File: config.mk
export PLATFORM = sky130hd
export DESIGN_NAME = chest_avg_stream
export DESIGN_NICKNAME = d
export VERILOG_FILES = /design/src/rtl/chest_pkg.sv /design/src/rtl/chest_avg_div.sv /design/src/rtl/chest_avg_stream.sv
export SDC_FILE = /design/constraint.sdc
export NUM_CORES = 1
export LEC_CHECK = 0
export BUFFER_PORTS_ARGS = -buffer_cell sky130_fd_sc_hd__buf_2
export CELL_PAD_IN_SITES_DETAIL_PLACEMENT = 1
export CELL_PAD_IN_SITES_GLOBAL_PLACEMENT = 1
export CORE_ASPECT_RATIO = 0.5
export CORE_MARGIN = 10
export CORE_UTILIZATION = 45
export CTS_BUF_LIST = sky130_fd_sc_hd__clkbuf_4 sky130_fd_sc_hd__clkbuf_8
export DETAILED_ROUTE_END_ITERATION = 6
export GPL_TIMING_DRIVEN = 0
export HOLD_SLACK_MARGIN = 0.08
export PLACE_DENSITY = 0.92
export SYNTH_ARGS = -nofsm -noshare
export SYNTH_HDL_FRONTEND = slang
export SYNTH_SLANG_ARGS = --single-unit
File: constraint.sdc
create_clock -name clk -period 2.95 [get_ports clk]
set_input_delay 0.59 -clock clk [delete_from_list [all_inputs] [get_ports clk]]
set_output_delay 0.59 -clock clk [all_outputs]
set_load 0.01 [all_outputs]
File: src/rtl/chest_pkg.sv
// rtl/chest_pkg.sv - shared constants, state encoding and helpers for chest_avg_stream
package chest_pkg;

  localparam int WIDTH_EST = 17;              // Q5.11 LS estimate / output part width
  localparam int N_EST     = 4;               // stored estimates averaged (power of two)
  localparam int N_SC      = 12;              // subcarrier beats per run
  localparam int ACC_W     = WIDTH_EST + 2;   // sum of N_EST estimates never overflows
  localparam int SHIFT     = $clog2(N_EST);

  localparam logic [1:0] LAST_ADDR = 2'(N_EST - 1);
  localparam logic [3:0] LAST_SC   = 4'(N_SC - 1);

  typedef enum logic [2:0] {
    ST_IDLE,
    ST_READ,
    ST_CALC,
    ST_STREAM,
    ST_FIN
  } state_t;

  function automatic logic [ACC_W-1:0] sext_est(input logic [WIDTH_EST-1:0] v);
    return {{(ACC_W - WIDTH_EST){v[WIDTH_EST-1]}}, v};
  endfunction

endpackage

File: src/rtl/chest_avg_div.sv
// rtl/chest_avg_div.sv - combinational divide of the estimate sum by N_EST
//
// Ports:
//   acc  in  ACC_W      signed sum of N_EST LS estimate parts
//   q    out WIDTH_EST  signed average
// Build option: CHEST_ROUND_EN selects round-half-up with clipping to the
// positive maximum; otherwise the result is truncated toward minus infinity.
module chest_avg_div
  import chest_pkg::*;
(
  input  logic [ACC_W-1:0]     acc,
  output logic [WIDTH_EST-1:0] q
);

`ifdef CHEST_ROUND_EN
  localparam logic [WIDTH_EST-1:0] Q_MAX = {1'b0, {(WIDTH_EST - 1){1'b1}}};

  logic [ACC_W:0]       sum;
  logic [ACC_W-SHIFT:0] rnd;
  logic                 unused_lsb;

  assign sum        = {acc[ACC_W-1], acc} + (ACC_W + 1)'(N_EST / 2);
  assign rnd        = sum[ACC_W:SHIFT];
  assign unused_lsb = ^sum[SHIFT-1:0];
  // Rounding up can only overflow on the positive side: sign clear but the
  // top result bit set means the value left the WIDTH_EST signed range.
  assign q = (!rnd[ACC_W-SHIFT] && rnd[WIDTH_EST-1]) ? Q_MAX : rnd[WIDTH_EST-1:0];
`else
  logic unused_lsb;

  // Dropping the low bits of a two's complement value is an arithmetic shift
  // that truncates toward minus infinity.
  assign unused_lsb = ^acc[SHIFT-1:0];
  assign q          = acc[ACC_W-1:SHIFT];
`endif

endmodule

File: src/rtl/chest_avg_stream.sv
// rtl/chest_avg_stream.sv - averages the stored LS estimates and streams one per data subcarrier
//
// Ports:
//   clk, rst        clock, asynchronous active-low reset
//   start           one-cycle run request, honoured only in IDLE
//   rd_addr         read address to the LS estimate store
//   est_r, est_i    addressed estimate, returned in the same cycle
//   h_r, h_i        averaged channel estimate
//   h_valid/h_ready beat handshake; sc_idx is the subcarrier of the beat
//   busy            state is not IDLE
//   done            one-cycle pulse after the last beat is accepted
// Build option: CHEST_ROUND_EN (rounding in chest_avg_div).
module chest_avg_stream
  import chest_pkg::*;
(
  input  logic                 clk,
  input  logic                 rst,
  input  logic                 start,
  output logic [1:0]           rd_addr,
  input  logic [WIDTH_EST-1:0] est_r,
  input  logic [WIDTH_EST-1:0] est_i,
  output logic [WIDTH_EST-1:0] h_r,
  output logic [WIDTH_EST-1:0] h_i,
  output logic                 h_valid,
  input  logic                 h_ready,
  output logic [3:0]           sc_idx,
  output logic                 busy,
  output logic                 done
);

  state_t               state, state_nxt;
  logic [ACC_W-1:0]     acc_r, acc_i;
  logic [WIDTH_EST-1:0] div_r, div_i;
  logic                 xfer;

  assign xfer = h_valid && h_ready;

  chest_avg_div u_div_r (.acc(acc_r), .q(div_r));
  chest_avg_div u_div_i (.acc(acc_i), .q(div_i));

  always_ff @(posedge clk or negedge rst) begin
    if (!rst) state <= ST_IDLE;
    else      state <= state_nxt;
  end

  always_comb begin
    state_nxt = state;
    case (state)
      ST_IDLE:   if (start) state_nxt = ST_READ;
      ST_READ:   if (rd_addr == LAST_ADDR) state_nxt = ST_CALC;
      ST_CALC:   state_nxt = ST_STREAM;
      ST_STREAM: if (xfer && sc_idx == LAST_SC) state_nxt = ST_FIN;
      ST_FIN:    state_nxt = ST_IDLE;
      default:   state_nxt = ST_IDLE;
    endcase
  end

  always_comb begin
    h_valid = (state == ST_STREAM);
    busy    = (state != ST_IDLE);
    done    = (state == ST_FIN);
  end

  always_ff @(posedge clk or negedge rst) begin
    if (!rst) begin
      rd_addr <= '0;
      acc_r   <= '0;
      acc_i   <= '0;
      h_r     <= '0;
      h_i     <= '0;
      sc_idx  <= '0;
    end else begin
      case (state)
        ST_IDLE: begin
          if (start) begin
            rd_addr <= '0;
            acc_r   <= '0;
            acc_i   <= '0;
          end
        end
        ST_READ: begin
          acc_r   <= acc_r + sext_est(est_r);
          acc_i   <= acc_i + sext_est(est_i);
          rd_addr <= rd_addr + 2'd1;  // wraps back to 0 after the last read
        end
        ST_CALC: begin
          h_r    <= div_r;
          h_i    <= div_i;
          sc_idx <= '0;
        end
        ST_STREAM: begin
          if (xfer) sc_idx <= (sc_idx == LAST_SC) ? 4'd0 : sc_idx + 4'd1;
        end
        default: ;
      endcase
    end
  end

endmodule

Word-level counts from Yosys, hierarchy flattened
Cells that the tools add are included.

Add/subtract/negate cells: 4. Equality and inequality tests: 10. Mux-type cells: 12. Reductions and logical operators: 9.

Operators with widths (number): 19-bit case mux with 2 select lines (2); 19-bit adder (2); 19-bit two-way mux (1); 3-bit case mux with 4 select lines (1); 3-bit two-way mux (3); 4-bit two-way mux (2); 4-bit case mux with 2 select lines (1); 3-bit by 2-bit equality test with 1-bit output, second input constant (2); 4-bit by 1-bit adder with 4-bit output, second input constant (1); 4-bit equality test, second input constant (1); 2-bit by 1-bit != test with 1-bit output, second input constant (2); 2-bit != test, second input constant (2); 2-bit case mux with 2 select lines (1); 2-bit AND reduction (2); 2-bit nonzero test (2); 3-bit by 1-bit equality test with 1-bit output, second input constant (1); 3-bit equality test, second input constant (1); 3-bit zero test (1); 3-bit AND reduction (1); 3-bit nonzero test (1); 2-bit by 1-bit adder with 2-bit output, second input constant (1); 2-bit equality test, second input constant (1); 1-bit logical AND (2); 2-bit two-way mux (1).

Register bits: 81. Bits of input ports: 38. Word-level logic and storage cells: 42.

Depth between registers and ports, before layout
Depth after elaboration: 5. Mapped depth: 9. Mapped depth without buffers: 9.

Modules after synthesis
A second synthesis with hierarchy kept.

Cells, all modules: 507. Area total of the unflattened synthesis: 5024.8 um^2.

By module, submodules not included: chest_avg_stream (times used 1, cells an instance 473, area an instance 4769.6 um^2, sequential area each 2026.9 um^2); chest_avg_div (times used 2, cells an instance 17, area an instance 127.6 um^2, sequential area each 0.0 um^2).

Worst setup path after synthesis
Ideal clock, no wire load.

Path kind: input -> register. Start: input port est_r[0]. End: register acc_r[14]. Library setup time: 121 ps. Arrival time: 2592 ps. Slack: 237 ps. Stages: 8. Cells stage by stage: ha_1 -> fa_1 -> a21o_1 -> a2111oi_4 -> o21ai_2 -> a221o_1 -> xor2_1 -> a22o_1.

Cells in the longest elaborated chain, start to end: 2.

Ends and longest elaborated chain: start: declaration (RTL line chest_avg_stream.sv:20) `input logic [WIDTH_EST-1:0] est_r,`; 19-bit adder (RTL line chest_avg_stream.sv:82) `acc_r <= acc_r + sext_est(est_r);`; 19-bit case mux with 2 select lines (RTL line chest_avg_stream.sv:73) `case (state)`; end signal: assignment (RTL line chest_avg_stream.sv:82); end: declaration (RTL line chest_avg_stream.sv:32) `logic [ACC_W-1:0] acc_r, acc_i;`.

No other way between the ends. A chain may end at the register's enable or synchronous reset.

Worst setup path after layout
Start: register acc_r[0]. End: register acc_r[18].

Cells in the longest elaborated chain, start to end: 2.

Ends and longest elaborated chain (RTL line): 19-bit adder (chest_avg_stream.sv:82); 19-bit case mux with 2 select lines (chest_avg_stream.sv:73).

No other way between the ends.

==> flow_summary.yaml <==
outcome:
  status: "complete, no violations"
detailed_routing:
  ant_nets: 0
  vias: 4180
  dr.first_iter.drc_count: 216
  wl_um: 14300
  routed_via_density: 5.77
  first_pass_iters: 5
  drcViolationCount: 0
  wl_per_cell_um: 19.7
power_and_ir_drop:
  power_leakage_nw: 2.67
  p_switching_mw: 3.11
  pwr-share-clk: 0.112
  swShare: 0.454
  finalPower_mw: 6.85
  intPower_mw: 3.74
  p_comb_frac: 0.590
  power.density_nw_per_um2: 1210
  power_frac_seq: 0.299
  ir_drop_mv: 0.384
timing:
  tightestPinTransition_ns: 0.693
  hold_viol_final: 0
  post-route-min-period_ns: 2.76
  rsz0062_at_grt: "false"
  finalCritPeriodShare: 0.934
  fin_ws_ns: 0.194
  setup_viol: 0
  worst_slew_margin_rel: 0.538
  setup_tns_ns: 0
  skew_ns: 0.0108
  fmaxAchievable_mhz: 363
  slew_viol_final: 0
grt:
  antenna_found_initial: 0
  overflow: 0
  grt_pass1_wl_um: 24000
  grt_usage: 0.184
  grt_pass1_vias: 4635
  grt_start_max_net_pins: 66
finish:
  final_area_um2: 5670
  fin_util: 0.545
  drive_above_1_share: 0.243
  area_growth_pct: 15.9
  fill_cells: 1237
  diodes: 0
  layout.nets: 661
clock_network:
  cts_max_path_buffers: 2
  path_clk_slew_ns: 0.08
  cts_tree: "yes"
  ctsHoldBuffers: 0
  htreeDepth: 3
  post_cts_buffers: 0
  post_cts_resized: 0
  clk_latency_ns: 0.36
  numCtsBuffers: 9
  cts_num_sinks: 81
  cts-root-buf: "clkbuf_8"
critical_path:
  worstPathArrival_ns: 3.04
  crit_path_end_kind: "flop"
  crit_type: "reg -> reg"
  worstRegToRegCells: 9
  crit_fanout: 2
  cp-start-kind: "flop"
  worstPathRequired_ns: 3.24
logic_synthesis:
  synth_top_cell_by_area: "dfrtp_1"
  synth_cell_types: 58
  post-synth-top-count-cell: "dfrtp_1"
  ys_seq_area_frac: 0.414
  async_flop_share: 1.00
  syn_nets: 569
  avgSynthCellArea_um2: 9.97
  synth_edf_count: 0
  synth_common_cells: "dfrtp_1, nand2_1, ha_1"
  synth_top_cell_area_share: 0.414
  ys_ff_latch: 81
  synth_area_um2: 4890
  synthCells: 491
  synthFlopType: "dfrtp_1"
  yosys_warnings: 0
  ys_top_cells_by_area: "dfrtp_1, ha_1, mux2_2"
place:
  place.detailed.hpwl_um: 10800
  port-buffer-count: 80
  dp_slack_ns: -0.0695
  placed_area_um2: 5500
  gp_congestion: 0.864
run:
  cap_violations: 0
floorplan:
  die_w_um: 167
  die_h_um: 93.7
  start_util: 0.470
  ios: 81
  die_area_um2: 15700
  rows: 26
  core_um2: 10400
min_path:
  min_path_type: "in -> async"
==> flip-flops by register name, indices dropped and copies added, names as in the netlist <==
register,cells
acc_r,19
sc_idx,4
h_r,17
acc_i,19
rd_addr,2
state,3
h_i,17
==> layout make-up <==
| cell class | instances | area [µm²] | share of cell area |
|---|---|---|---|
| inverters | 14 | 52.6 | 0.00926 |
| flip-flops and latches | 81 | 2030 | 0.357 |
| clock buffers | 13 | 173 | 0.0304 |
| multi-input cells | 380 | 2750 | 0.485 |
| repair buffers | 81 | 430 | 0.0759 |
| well taps | 140 | 175 | 0.0309 |
| plain buffers | 16 | 63.8 | 0.0112 |
==> routing by layer <==
metal	up-vias	part of all wire	global-route usage
met5	-	0	0
met4	0	0.016	0.0461
met3	28	0.039	0.0447
met2	76	0.51	0.334
met1	2107	0.44	0.215
li1	1969	-	-
==> cells by family after synthesis <==
| family | count (synthesis) | synth area share |
|---|---|---|
| AOI/OAI and AO/OA | 147 | 0.205 |
| and+or+nand+nor | 134 | 0.128 |
| DFF | 81 | 0.414 |
| adders and majority gates | 40 | 0.105 |
| muxes | 35 | 0.0803 |
| buffers and inverters | 30 | 0.0238 |
| xor gates and xnor gates | 24 | 0.0429 |
==> path summary, 6_finish.rpt <==
path / startpoint / endpoint / slack, ns
worst max-delay path: acc_r[0]$_DFFE_PN0P_ / acc_r[18]$_DFFE_PN0P_ / 0.19
worst min-delay path: rst / h_i[2]$_DFFE_PN0P_ / 0.09
worst max register to register: acc_r[0]$_DFFE_PN0P_ / acc_r[18]$_DFFE_PN0P_ / 0.19
worst min register to register: h_r[2]$_DFFE_PN0P_ / h_r[2]$_DFFE_PN0P_ / 0.50
max in group asynchronous: rst / h_r[6]$_DFFE_PN0P_ / 2.26
min in group clk: h_ready / state[2]$_DFFE_PN0P_ / 0.50
==> critical path, cell delays in order (launching register included) <==
cell and delay (ns):
dfrtp_1 0.39, ha_1 0.22, fa_1 0.44, a21o_1 0.25
a2111oi_4 0.41, o211ai_1 0.23, a41oi_2 0.22, xor2_1 0.26
a21oi_1 0.11, o22ai_1 0.15
==> power groups by stage <==
stage               clock network (mW)  logic [mW]  registers [mW]
floorplan                            0        2.70            2.10
global placement                     0        3.75            2.02
detailed placement                   0        3.99            2.07
CTS                              0.779        4.06            2.05
global route                     0.829        4.50            2.13
finish                           0.765        4.04            2.05
==> stage by stage <==
step,std cells,hold WS (ns)
finish,725,0.0878
global route,725,0.0894
CTS,725,0.0916
detailed placement,712,0.484
global placement,711,0.484
floorplan,491,0.294
==> placed cells by master (no fill, tap or decap), drive strengths merged, types with 2 or more instances in the layout <==
cell	n
a211o	2
a211oi	4
a21boi	3
a21o	12
a21oi	33
a22o	8
a31oi	3
a32o	3
a41oi	3
and2	6
and3	4
and4	2
buf	84
clkbuf	26
dfrtp	81
fa	2
ha	38
inv	14
mux2	34
nand2	62
nand2b	4
nand3	10
nand4	4
nor2	21
nor2b	8
nor3	7
o211ai	4
o21a	7
o21ai	45
o221ai	2
o22ai	2
o31ai	8
or3	3
xnor2	13
xor2	11
Note: power is estimated with default switching activity, not from simulation.
